===== src/rtl/imem_boot_loader.sv =====
// Boot loader: receives a framed program image (length, data, checksum) as a byte stream,
// writes it into instruction memory, then releases the core for a bounded number of cycles.
module imem_boot_loader #(
  parameter int unsigned MEM_BYTES  = 32,
  parameter int unsigned ADDR_W     = 5,
  parameter int unsigned RUN_CYCLES = 10
) (
  input  logic              clk,
  input  logic              rst,
  input  logic              start,
  input  logic [7:0]        byte_in,
  input  logic              byte_valid,
  output logic              byte_ready,
  output logic              mem_we,
  output logic [ADDR_W-1:0] mem_addr,
  output logic [7:0]        mem_wdata,
  output logic              pc_clear,
  output logic              cpu_run,
  output logic              busy,
  output logic              done,
  output logic              error,
  output logic [1:0]        err_code
);

  localparam int unsigned CNT_W = ADDR_W + 1;
  localparam int unsigned RUN_W = (RUN_CYCLES < 1) ? 1 : $clog2(RUN_CYCLES + 1);

  localparam logic [1:0] ERR_NONE = 2'b00;
  localparam logic [1:0] ERR_LEN  = 2'b01;
  localparam logic [1:0] ERR_SUM  = 2'b10;

  typedef enum logic [2:0] {
    S_IDLE, S_LEN, S_DATA, S_CHK, S_RUN, S_DONE, S_ERR
  } state_e;

  state_e             state_q, state_d;
  logic [CNT_W-1:0]   cnt_q, cnt_d;
  logic [CNT_W-1:0]   len_q, len_d;
  logic [7:0]         sum_q, sum_d;
  logic [RUN_W-1:0]   run_cnt_q, run_cnt_d;
  logic               mem_we_q, mem_we_d;
  logic [ADDR_W-1:0]  mem_addr_q, mem_addr_d;
  logic [7:0]         mem_wdata_q, mem_wdata_d;
  logic               pc_clear_q, pc_clear_d;
  logic               cpu_run_q, cpu_run_d;
  logic               busy_q, busy_d;
  logic               done_q, done_d;
  logic               error_q, error_d;
  logic [1:0]         err_code_q, err_code_d;

  logic               accept;
  logic               len_bad;
  logic [CNT_W-1:0]   cnt_inc;

  assign byte_ready = (state_q == S_LEN) || (state_q == S_DATA) || (state_q == S_CHK);
  assign accept     = byte_valid && byte_ready;
  assign len_bad    = (byte_in == 8'd0) || ({1'b0, byte_in} > 9'(MEM_BYTES)) ||
                      (byte_in[1:0] != 2'b00);
  assign cnt_inc    = CNT_W'(cnt_q + CNT_W'(1));

  // Next-state and registered-output decode
  always_comb begin
    state_d     = state_q;
    cnt_d       = cnt_q;
    len_d       = len_q;
    sum_d       = sum_q;
    run_cnt_d   = run_cnt_q;
    mem_we_d    = 1'b0;
    mem_addr_d  = mem_addr_q;
    mem_wdata_d = mem_wdata_q;
    pc_clear_d  = 1'b0;
    cpu_run_d   = 1'b0;
    err_code_d  = err_code_q;

    case (state_q)
      S_IDLE: begin
        if (start) state_d = S_LEN;
      end
      S_LEN: begin
        if (accept) begin
          if (len_bad) begin
            state_d    = S_ERR;
            err_code_d = ERR_LEN;
          end else begin
            state_d = S_DATA;
            len_d   = CNT_W'(byte_in);
            cnt_d   = '0;
            sum_d   = '0;
          end
        end
      end
      S_DATA: begin
        if (accept) begin
          mem_we_d    = 1'b1;
          mem_addr_d  = cnt_q[ADDR_W-1:0];
          mem_wdata_d = byte_in;
          sum_d       = 8'(sum_q + byte_in);
          cnt_d       = cnt_inc;
          if (cnt_inc == len_q) state_d = S_CHK;
        end
      end
      S_CHK: begin
        if (accept) begin
          if (byte_in == sum_q) begin
            state_d    = S_RUN;
            pc_clear_d = 1'b1;
            run_cnt_d  = '0;
          end else begin
            state_d    = S_ERR;
            err_code_d = ERR_SUM;
          end
        end
      end
      S_RUN: begin
        // Counter stops at RUN_CYCLES, so it never wraps
        if (run_cnt_q == RUN_W'(RUN_CYCLES)) begin
          state_d = S_DONE;
        end else begin
          cpu_run_d = 1'b1;
          run_cnt_d = RUN_W'(run_cnt_q + RUN_W'(1));
        end
      end
      S_DONE, S_ERR: begin
        if (start) begin
          state_d    = S_LEN;
          err_code_d = ERR_NONE;
        end
      end
      default: state_d = S_IDLE;
    endcase

    busy_d  = (state_d == S_LEN) || (state_d == S_DATA) || (state_d == S_CHK);
    done_d  = (state_d == S_DONE);
    error_d = (state_d == S_ERR);
  end

  // State and output registers
  always_ff @(posedge clk) begin
    if (rst) begin
      state_q     <= S_IDLE;
      cnt_q       <= '0;
      len_q       <= '0;
      sum_q       <= '0;
      run_cnt_q   <= '0;
      mem_we_q    <= 1'b0;
      mem_addr_q  <= '0;
      mem_wdata_q <= '0;
      pc_clear_q  <= 1'b0;
      cpu_run_q   <= 1'b0;
      busy_q      <= 1'b0;
      done_q      <= 1'b0;
      error_q     <= 1'b0;
      err_code_q  <= ERR_NONE;
    end else begin
      state_q     <= state_d;
      cnt_q       <= cnt_d;
      len_q       <= len_d;
      sum_q       <= sum_d;
      run_cnt_q   <= run_cnt_d;
      mem_we_q    <= mem_we_d;
      mem_addr_q  <= mem_addr_d;
      mem_wdata_q <= mem_wdata_d;
      pc_clear_q  <= pc_clear_d;
      cpu_run_q   <= cpu_run_d;
      busy_q      <= busy_d;
      done_q      <= done_d;
      error_q     <= error_d;
      err_code_q  <= err_code_d;
    end
  end

  assign mem_we    = mem_we_q;
  assign mem_addr  = mem_addr_q;
  assign mem_wdata = mem_wdata_q;
  assign pc_clear  = pc_clear_q;
  assign cpu_run   = cpu_run_q;
  assign busy      = busy_q;
  assign done      = done_q;
  assign error     = error_q;
  assign err_code  = err_code_q;

endmodule


===== config.mk =====
export PLATFORM = sky130hd
export DESIGN_NAME = imem_boot_loader
export DESIGN_NICKNAME = d
export VERILOG_FILES = /design/src/rtl/imem_boot_loader.sv
export SDC_FILE = /design/constraint.sdc
export NUM_CORES = 1
export LEC_CHECK = 0
export BUFFER_PORTS_ARGS = -buffer_cell sky130_fd_sc_hd__buf_2
export CAP_MARGIN = 30
export CORE_ASPECT_RATIO = 1.5
export CORE_MARGIN = 2
export CORE_UTILIZATION = 40
export DETAILED_ROUTE_END_ITERATION = 8
export GPL_TIMING_DRIVEN = 0
export SLEW_MARGIN = 25
export SYNTH_ARGS = -nofsm -noshare
export SYNTH_HDL_FRONTEND = slang
export SYNTH_SLANG_ARGS = --single-unit

===== constraint.sdc =====
create_clock -name clk -period 4.93 [get_ports clk]
set_input_delay 0.2465 -clock clk [delete_from_list [all_inputs] [get_ports clk]]
set_output_delay 0.2465 -clock clk [all_outputs]
set_load 0.01 [all_outputs]

* After elaboration in Yosys (flattened, before gate mapping)
Index checks and enable logic that the tools add are counted.
Word-level totals: logic and storage cells 99, bits in registers 48, output and inout port bits 22, bits of input ports 12
Cells by class: reduce and logical (&&, ||, !) cells 23, bitwise gates (word level) 5, mux-type cells 30, add/sub/neg operators 3, $lt $le $gt $ge 1, eq/ne operators 23
Operators with widths (count):
- two-way mux 8 bit | 3
- two-way mux 3 bit | 7
- two-way mux 6 bit | 3
- inequality test 2 bit (second input constant) | 8
- one-hot mux 8 bit (2 select lines) | 1
- == test 3 bit (second input constant) | 5
- one-hot mux 3 bit (5 select lines) | 1
- == test 3 x 2 -> 1 bit (second input constant) | 4
- two-way mux 2 bit | 6
- two-way mux 4 bit | 3
- one-hot mux 6 bit (2 select lines) | 1
- adder 8 bit | 1
- == test 8 bit | 1
- greater-than comparator 8 x 6 -> 1 bit (second input constant) | 1
- logical NOT 8 bit | 1
- one-hot mux 4 bit (2 select lines) | 1
- AND reduction 4 bit | 2
- adder 6 x 1 -> 6 bit (second input constant) | 1
- == test 3 x 1 -> 1 bit (second input constant) | 2
- == test 6 bit | 1
- logical OR 1 bit | 6
- one-hot mux 2 bit (3 select lines) | 1
- AND reduction 6 bit | 1
- nonzero test 2 bit | 3
- other kinds (12) | 21

* Logic depth before layout (Yosys ltp)
Gate-level depths: netlist (run 1).
depth in word-level cells 9, gate-level depth with buffers 8, depth with buffers taken out 7

* Worst setup path before layout (run 1)
No wires, ideal clock.
kind register -> register, start point reg sum_q[2], end point reg run_cnt_q[2], data required time 4.793 ns, slack 3.190 ns, library setup time 0.137 ns, clock period less this slack 1.740 ns, data arrival time 1.603 ns, stages on the path, launching flop included 7, buffers on the path 0, cells stage by stage dfxtp_1 > ha_1 > nor4_1 > nand4_1 > and2_1 > o21ai_0 > a21oi_1
Between the ends: word-level cells in the longest chain between the ends 3
RTL lines:
- from (decl) | RTL line 39 | logic [7:0] sum_q, sum_d;
- from (signal assigned) | RTL line 158 | sum_q <= sum_d;
- == test 8 bit | RTL line 104 | if (byte_in == sum_q) begin
- inequality test 2 x 1 -> 1 bit (no line)
- AND reduction 4 bit (no line)
- to (signal assigned) | RTL line 159 | run_cnt_q <= run_cnt_d;
- to (decl) | RTL line 40 | logic [RUN_W-1:0] run_cnt_q, run_cnt_d;
Every way passes these cells. A chain may end at the register's enable or synchronous reset.

* Worst setup path after layout (run 1)
Ends and elaborated chain as after synthesis.

==> flow_summary.yaml, run 1 <==
power:
  ir_drop_v: 0.000149
  cellPowerDensity_nw_per_um2: 292
  leakage_nw: 1.18
  power_uw: 823
drt:
  dr.pass1.iters: 4
  avgRoutedWirePerCell_um: 14.5
  drt_iter0_markers: 107
  wirelength_um: 5880
  drc: 0
  num_vias: 2152
  ant_nets: 0
  drt-vias-per-instance: 5.30
synth:
  yosysWarningCount: 0
  synth_edf_count: 0
  syn_nets: 315
  yosys-top-cells-count: "48 x dfxtp_1, 42 x nand2_1, 31 x a21oi_1"
  synthArstFlopShare: 0
  muxShareOfSynthArea: 0.0209
  synthAdderAreaFrac: 0.0590
  postSynthAreaPerCell_um2: 8.42
  synthSimpleGateAreaFrac: 0.260
  ys_types: 54
  yosysTopAreaCellShare: 0.391
  yosysMostFrequentCell: "dfxtp_1"
  synth_largest_area_cell: "dfxtp_1"
  postSynthCellCount: 292
  synth_xor_area_frac: 0.0392
  yosysSeqAreaShare: 0.391
  synthFlopType: "dfxtp_1"
  synth_area_leaders: "dfxtp_1 39%, nand2_1 6.4%, a21oi_1 6.3%, ha_1 5.1%, nor2_1 4.3%"
  syn-cell-area_um2: 2460
  synth_top_family_by_area: "simple AND/OR/NAND/NOR gates"
  synth_compound_area_frac: 0.175
  ys_seq_elements: 48
worst_setup_path:
  cp.arrival_ns: 2.33
  cp_data_required_time_ns: 5.09
  r2r.worst_path.cells: 6
  critical_path_class: "reg -> reg"
  crit_path_max_fanout: 6
  cp-start-kind: "flip-flop"
  end_kind: "flip-flop"
cts:
  cts_root_buf: "clkbuf_8"
  postCtsHoldBufs: 0
  cts_tree: "built"
  clk_pin_slew_ns: 0.09
  numCtsBuffers: 5
  cts.htree.levels: 2
  cts_buffer_depth: 2
  cts_setup_buffers: 0
  cts.sinks: 48
  clk_latency_ns: 0.30
  cts-resized-gates: 0
sta:
  hold_viol: 0
  grt_setup_unrepaired: "false"
  post-route-min-period_ns: 2.17
  slew_violations: 0
  setup_violations: 0
  worst_slack_ns: 2.76
  fin_setup_tns_ns: 0
  max_freq_mhz: 462
  max_slew_margin: 0.580
  fin_crit_sh: 0.439
  worst_slew_pin_slew_ns: 0.629
  finClkSkew_ns: 0.00765
finish:
  fin_area_um2: 2820
  syn_to_final_growth_pct: 14.8
  num_antenna_cells: 0
  finalNonFillerCells: 406
  final_nets: 354
  drive_gt1_frac: 0.193
worst_hold_path:
  hold_path_class: "in -> reg"
  min_delay_path_depth: 2
floorplanning:
  ios: 34
  dieArea_um2: 6810
  num_rows: 35
  die_y_um: 100
  initial_core_util: 0.407
  die_w_um: 68.0
  core_um2: 6040
placed_design:
  dp.cells: 398
  placed_area_um2: 2710
  place_ws_ns: 2.61
  gp_congestion: 0.839
  hpwl_um: 4360
  port_buffers: 32
global_routing:
  grt.overflow.total: 0
  grt_pass1_wl_um: 9710
  grt_max_degree: 16
  grt_usage: 0.189
  first_global_vias: 2057
  antenna_found_initial: 0
job:
  max-cap-violations: 0
outcome:
  outcome: "completed"
[path summary, 6_finish.rpt]
kind | start | to | slack [ns]
max | sum_q[2] | run_cnt_q[2] | 2.76
min | rst | mem_we | 0.19
max reg2reg | sum_q[2] | run_cnt_q[2] | 2.76
min reg2reg | mem_addr[2] | mem_addr[2] | 0.46
[layout make-up]
class	instances	area (µm²)
plain buffers	18	115
clock buffers	5	68.8
clock inverters	3	42.5
fillers	609	3220
inverters	5	18.8
multi-input cells	221	1370
flip-flops and latches	48	961
well taps	74	92.6
repair buffers	32	160
[power by group]
| group | internal (mW) | switching (mW) | total, mW |
|---|---|---|---|
| combinational | 0.0470 | 0.0795 | 0.127 |
| sequential | 0.401 | 0.00712 | 0.408 |
| clock | 0.150 | 0.139 | 0.289 |
[stage by stage]
stage	util	hold WS, ns
final	0.467	0.192
after CTS	0.467	0.176
after floorplan	-	0.331
after detailed placement	0.449	0.447
after global placement	0.449	0.440
after global routing	0.467	0.200
[cells in the final DEF, fill, tap and decap left out, types with 4 or more instances in the layout]
cell and n:
a21oi_1 31, dfxtp_1 48, a21oi_2 4, ha_1 10
nand4_1 4, nand2_1 42, and3_1 4, buf_2 40
nand3_1 10, xnor2_1 7, inv_1 5, mux2i_1 4
nor2_1 28, clkbuf_1 6, nor2b_1 4, nor3_1 5
o21ai_0 7, xor2_1 4, nand3_2 4, clkbuf_8 6
[sequential cells by signal (all words and copies together), names as in the netlist]
name / count
cnt_q: 6
state_q: 3
mem_we: 1
error: 1
mem_addr: 5
busy: 1
err_code: 2
run_cnt_q: 4
cpu_run: 1
sum_q: 8
pc_clear: 1
len_q: 6
mem_wdata: 8
done: 1
[per-layer routing]
layer | track usage | vias to the layer above | wire length (µm)
met4 | 0.0846 | 0 | 169
met3 | 0.0348 | 13 | 191
li1 | - | 1105 | -
met5 | 0 | - | 0
met2 | 0.317 | 43 | 2870
met1 | 0.228 | 991 | 2640
[cells by family (layout without fill, tap and decap cells)]
| kind of cell | Yosys count | count (layout) |
|---|---|---|
| simple gates | 126 | 126 |
| compound gates | 68 | 68 |
| flops | 48 | 48 |
| buf+inv | 23 | 63 |
| fa+ha+maj | 11 | 11 |
| xor+xnor | 11 | 11 |
| mux | 5 | 5 |
[worst max-delay path, stage by stage, from the launching register on]
cell and delay [ns]:
dfxtp_1 0.32, ha_1 0.35, nor4_1 0.50, nand4_1 0.31, and2_1 0.26, o21ai_0 0.20
a21oi_1 0.09
Note: power is estimated with default switching activity, not from simulation.
==> run 2: changes to the inputs <==
--- a/config.mk
+++ b/config.mk
@@ -5,6 +5,7 @@
 export SDC_FILE = /design/constraint.sdc
 export NUM_CORES = 1
 export LEC_CHECK = 0
+export ABC_AREA = 1
 export BUFFER_PORTS_ARGS = -buffer_cell sky130_fd_sc_hd__buf_2
 export CAP_MARGIN = 30
 export CORE_ASPECT_RATIO = 1.5
==> constraint.sdc (replaced) <==
create_clock -name clk -period 2 [get_ports clk]
set_input_delay 0.1 -clock clk [delete_from_list [all_inputs] [get_ports clk]]
set_output_delay 0.1 -clock clk [all_outputs]
set_load 0.01 [all_outputs]
==> run 2 against run 1 <==
- utilization is 1.4 points higher
- clock power is 110% higher
- power is 150% higher
- synthesized area is 1.7% lower
- via count is 5.1% higher
- non-clock buffer count is 4 lower
- fmax is 18% higher
- final cell count is 11% higher
- worst hold slack worse by 0.17 ns
- die area is 1.6% lower
==> flow_summary.yaml, run 2 <==
outcome:
  outcome: "completed"
cts:
  cts_buffer_depth: 2
  cts.htree.levels: 2
  postCtsHoldBufs: 0
  cts_tree: "built"
  cts_root_buf: "clkbuf_8"
  clk_pin_slew_ns: 0.08
  clk_latency_ns: 0.31
  numCtsBuffers: 5
  cts.sinks: 48
global_routing:
  grt.overflow.total: 0
  antenna_found_initial: 0
  grt_max_degree: 15
  grt_pass1_wl_um: 9330
  first_global_vias: 2052
  grt_usage: 0.183
drt:
  wirelength_um: 5650
  drt-vias-per-instance: 5.02
  num_vias: 2261
  drt_iter0_markers: 106
  ant_nets: 0
  dr.pass1.iters: 4
  avgRoutedWirePerCell_um: 12.5
  drc: 0
synth:
  yosysTopAreaCellShare: 0.397
  synthFlopType: "dfxtp_1"
  yosys-top-cells-count: "71 x nand2_1, 48 x dfxtp_1, 36 x inv_1"
  postSynthCellCount: 335
  synth_area_leaders: "dfxtp_1 40%, nand2_1 11%, a21oi_1 7.0%, nand3_1 6.8%, inv_1 5.6%"
  ys_seq_elements: 48
  yosysWarningCount: 0
  syn-cell-area_um2: 2420
  postSynthAreaPerCell_um2: 7.22
  synth_largest_area_cell: "dfxtp_1"
  yosysMostFrequentCell: "nand2_1"
  syn_nets: 358
  ys_types: 31
  synthArstFlopShare: 0
  synth_edf_count: 0
  yosysSeqAreaShare: 0.397
placed_design:
  gp_congestion: 0.845
  hpwl_um: 4260
  placed_area_um2: 2670
  port_buffers: 33
worst_setup_path:
  critical_path_class: "reg -> reg"
  r2r-start: "sum_q[4]"
  slowest_delay_ns: 0.33
  path_cells: "ha_1 -> nor2_1 -> nand2_1 -> nor3_2 -> nand2_1 -> nand2_1 -> nand2_1 -> nor2_4 -> o21ai_0 -> o21ai_0 -> nor2_1"
  r2r_setup_slack_ns: 0.16
  r2r.worst_path.cells: 11
  cpMostUsedCell: "nand2_1"
  cp-start-kind: "flip-flop"
  crit_path_max_fanout: 6
  cp.arrival_ns: 2.02
  r2r-end: "run_cnt_q[1]"
  cp_data_required_time_ns: 2.18
  end_kind: "flip-flop"
  slowest_stage: "dfxtp_1"
sta:
  post-route-min-period_ns: 1.84
  fin_crit_sh: 0.920
  slew_violations: 0
  max_slew_margin: 0.607
  worst_slew_pin_slew_ns: 0.589
  holdWs_ns: 0.0217
  hold_viol: 0
  setup_violations: 0
  max_freq_mhz: 544
  finClkSkew_ns: 0.00957
power:
  leakage_nw: 1.31
  cellPowerDensity_nw_per_um2: 723
  ir_drop_v: 0.000501
worst_hold_path:
  min_delay_path_depth: 2
  min_from: "rst"
  holdPathEnd: "len_q[0]"
  hold_path_class: "in -> reg"
finish:
  syn_to_final_growth_pct: 16.1
  drive_gt1_frac: 0.175
  final_nets: 400
  nFillCells: 602
  fin_area_um2: 2810
  final_common_cell: "nand2_1"
  layout_common_cells: "71 x nand2_1, 47 x dfxtp_1, 37 x buf_2"
  num_antenna_cells: 0
floorplanning:
  core_um2: 5830
  die_w_um: 67.5
  ios: 34
  dieArea_um2: 6700
  die_y_um: 99.2
  num_rows: 34
  initial_core_util: 0.415
job:
  max-cap-violations: 0
run 2: cell types whose count changed in the layout (fill, tap and decap cells not counted), sizes merged, moves of 3 or more:
cell    previous run  this run
nand3             14        34
inv                5        38
nor4               3         0
nand2             42        72
and3b              4         0
and2               3         0
and3               4         0
a311oi             3         0
mux2i              4         0
clkbuf            12         9
nor2              28        39
nor2b              4         0
xnor2              7         3
o21ai              7        24
run 2: final cells by class:
class	count	area [µm²]	share of cell area
plain buffers	11	65.1	0.0232
clock buffers	6	82.6	0.0294
clock inverters	2	10.0	0.00357
inverters	38	143	0.0508
multi-input cells	238	1270	0.454
flip-flops and latches	48	962	0.343
well taps	72	90.1	0.0321
repair buffers	35	180	0.0642
run 2: what timing repair did:
item | CTS | global route
buffers inserted | 0 | 2
hold endpoints to repair | 0 | 0
resized for setup | 0 | 3
endpoints found under the setup margin | 0 | 4
run 2: metal layers:
metal	part of all wire	GRT usage	routed length, µm
met5	0	0	0
met2	0.51	0.316	2850
met3	0.038	0.0305	216
met4	0.016	0.0769	92
met1	0.44	0.218	2480
run 2: worst max path at each step:
| stage | slack, ns | to | depth (start not counted) | start |
|---|---|---|---|---|
| after global routing | -0.02 | run_cnt_q[1] | 11 | sum_q[1] |
| after floorplan | 0.41 | sum_q[6] | 11 | sum_q[0] |
| final | 0.16 | run_cnt_q[1] | 11 | sum_q[4] |
| after CTS | 0.16 | run_cnt_q[1] | 11 | sum_q[6] |
| after detailed placement | 0.18 | run_cnt_q[1] | 11 | sum_q[6] |
| after global placement | 0.19 | run_cnt_q[1] | 11 | sum_q[6] |
run 2: cell families (layout without fill, tap and decap cells):
| logic type | Yosys count | count (layout) | synth area share |
|---|---|---|---|
| and+or+nand+nor | 158 | 158 | 0.299 |
| AOI/OAI and AO/OA | 63 | 63 | 0.136 |
| buffers and inverters | 49 | 92 | 0.0859 |
| DFF | 48 | 48 | 0.397 |
| adders and majority gates | 11 | 11 | 0.0600 |
| xor gates and xnor gates | 6 | 6 | 0.0217 |
run 2: stage by stage:
step	setup WS [ns]	power (mW)	util	cells	setup TNS (ns)
floorplan	0.408	1.32	-	335	0
global placement	0.193	1.44	0.459	440	0
detailed placement	0.179	1.44	0.459	440	0
CTS	0.158	2.05	0.475	448	0
global route	-0.0181	2.15	0.482	450	-0.0181
finish	0.161	2.03	0.482	450	0
run 2: critical path: cells and delay by family (launching register included):
kind,cells,cell delay (ns)
AOI/OAI and AO/OA,2,0.17
adders and majority gates,1,0.32
DFF,1,0.33
and+or+nand+nor,8,0.88
run 2: power by group:
| part | internal (mW) | total [mW] | switching [mW] |
|---|---|---|---|
| Clock | 0.277 | 0.607 | 0.331 |
| Sequential | 1.01 | 1.04 | 0.0344 |
| Combinational | 0.137 | 0.380 | 0.243 |
| Total | 1.42 | 2.03 | 0.608 |
==> run 3: changes to the inputs <==
--- a/config.mk
+++ b/config.mk
@@ -13,6 +13,7 @@
 export CORE_UTILIZATION = 40
 export DETAILED_ROUTE_END_ITERATION = 8
 export GPL_TIMING_DRIVEN = 0
+export SETUP_SLACK_MARGIN = 0.3
 export SLEW_MARGIN = 25
 export SYNTH_ARGS = -nofsm -noshare
 export SYNTH_HDL_FRONTEND = slang
==> run 3 against run 2 <==
- routed wire length grew 5.6%
- non-clock buffer count increased by 6
- clock-buffer cell count did not move
- global-route usage rose by 0.43 points
- final cell count increased by 1.3%
==> flow_summary.yaml, run 3 (synthesis results as in run 2) <==
floorplanning:
  core_um2: 5830
  die_y_um: 99.2
  dieArea_um2: 6700
  die_w_um: 67.5
  initial_core_util: 0.415
  num_rows: 34
  ios: 34
worst_hold_path:
  min_from: "rst"
  min_delay_path_depth: 2
  holdPathEnd: "len_q[0]"
  hold_path_class: "in -> reg"
cts:
  postCtsHoldBufs: 0
  cts_root_buf: "clkbuf_8"
  cts.htree.levels: 2
  cts_tree: "built"
  clk_latency_ns: 0.31
  cts_buffer_depth: 2
  numCtsBuffers: 5
  cts.sinks: 48
  clk_pin_slew_ns: 0.09
sta:
  fin_crit_sh: 0.854
  slew_violations: 0
  post-route-min-period_ns: 1.71
  max_freq_mhz: 586
  fin_setup_tns_ns: 0
  grt_setup_unrepaired: "true"
  worst_slew_pin_slew_ns: 0.624
  max_slew_margin: 0.584
  setup_violations: 0
  finClkSkew_ns: 0.00639
  hold_viol: 0
global_routing:
  grt_pass1_wl_um: 9530
  grt_max_degree: 15
  antenna_found_initial: 0
  first_global_vias: 2068
  grt_usage: 0.188
  grt.overflow.total: 0
finish:
  drive_gt1_frac: 0.255
  seqCellArea_um2: 976
  layout_common_cells: "64 x nand2_1, 40 x dfxtp_1, 37 x buf_2"
  final_common_cell: "nand2_1"
  nFillCells: 583
  finalNonFillerCells: 456
  syn_to_final_growth_pct: 22.8
  multi_input_area_um2: 1370
  num_antenna_cells: 0
  final_nets: 406
worst_setup_path:
  r2r_setup_slack_ns: 0.29
  path_cells: "ha_4 -> nor2_1 -> nand2_1 -> nor3_4 -> nand2_2 -> nand2_2 -> nand2_2 -> nor2_4 -> o21ai_1 -> o21ai_1 -> nor2_1"
  r2r-end: "run_cnt_q[1]"
  cp-start-kind: "flip-flop"
  crit_path_max_fanout: 6
  critical_path_class: "reg -> reg"
  r2r-start: "sum_q[4]"
  slowest_stage: "dfxtp_2"
  path_delay_family: "simple AND/OR/NAND/NOR gates"
  slowest_delay_ns: 0.36
  cpMostUsedCell: "nand2_2"
  r2r.worst_path.cells: 11
  cp.arrival_ns: 1.89
  path_buf_inv: 0
  cp_data_required_time_ns: 2.18
  end_kind: "flip-flop"
drt:
  avgRoutedWirePerCell_um: 13.1
  drt_iter0_markers: 106
  ant_nets: 0
  num_vias: 2290
  drt-vias-per-instance: 5.02
  dr.pass1.iters: 4
  drc: 0
  wirelength_um: 5960
job:
  max-cap-violations: 0
power:
  combPwrFrac: 0.200
  leakage_nw: 1.34
  p_int_mw: 1.44
  p_switching_uw: 631
  cellPowerDensity_nw_per_um2: 697
  clockPowerShare: 0.296
  p_seq_frac: 0.504
  power_mw: 2.07
  switching_share: 0.305
  ir_drop_v: 0.000506
outcome:
  outcome: "completed"
placed_design:
  hpwl_um: 4260
  dp.cells: 440
  gp_congestion: 0.845
  port_buffers: 33
==> run 3: layout make-up <==
class,instances,share of cell area
Sequential cell,48,0.329
Multi-Input combinational cell,238,0.462
Inverter,38,0.0489
Buffer,11,0.0219
Clock buffer,6,0.0278
Timing Repair Buffer,41,0.0771
Clock inverter,2,0.00337
Tap cell,72,0.0303
==> run 3: per-stage QoR <==
step / util / worst slack (ns) / hold slack (ns) / cell area [µm²]
final: 0.510 / 0.293 / 0.0218 / 2970
after global routing: 0.510 / 0.172 / 0.0295 / 2970
after CTS: 0.496 / 0.280 / 0.0154 / 2890
after detailed placement: 0.459 / 0.179 / 0.340 / 2670
after global placement: 0.459 / 0.193 / 0.338 / 2670
after floorplan: - / 0.408 / 0.176 / 2420
==> run 3: what timing repair did <==
item                       CTS  global route
setup buffers                4             4
gates resized for setup     20            18
setup endpoints to repair    8            12
pin swaps                    2             7
==> run 3: worst reg2reg max path, delay by kind of cell, from the launching register on <==
family | cells | cell delay (ns)
AOI/OAI and AO/OA | 2 | 0.17
adders and majority gates | 1 | 0.20
DFF | 1 | 0.36
and+or+nand+nor | 8 | 0.86
==> run 3: power by group through the flow <==
stage | Combinational, mW | Sequential [mW] | Clock (mW)
after CTS | 0.397 | 1.04 | 0.629
after floorplan | 0.246 | 1.08 | 0
after global placement | 0.376 | 1.06 | 0
after detailed placement | 0.378 | 1.06 | 0
final | 0.414 | 1.04 | 0.613
after global routing | 0.466 | 1.05 | 0.660
==> run 3: routing by layer <==
layer	part of all wire	global-route usage	vias to the layer above
li1	-	-	1187
met1	0.43	0.220	1055
met2	0.51	0.329	41
met3	0.040	0.0305	7
met4	0.015	0.0769	0
met5	0	0	-
==> run 3: worst max-delay path by stage <==
stage                     slack (ns)     start  depth (start not counted)      endpoint
final                           0.29  sum_q[4]                         11  run_cnt_q[1]
after global routing            0.17  sum_q[3]                         11  run_cnt_q[1]
after CTS                       0.28  sum_q[1]                         11  run_cnt_q[1]
after detailed placement        0.18  sum_q[6]                         11  run_cnt_q[1]
after global placement          0.19  sum_q[6]                         11  run_cnt_q[1]
after floorplan                 0.41  sum_q[0]                         11      sum_q[6]
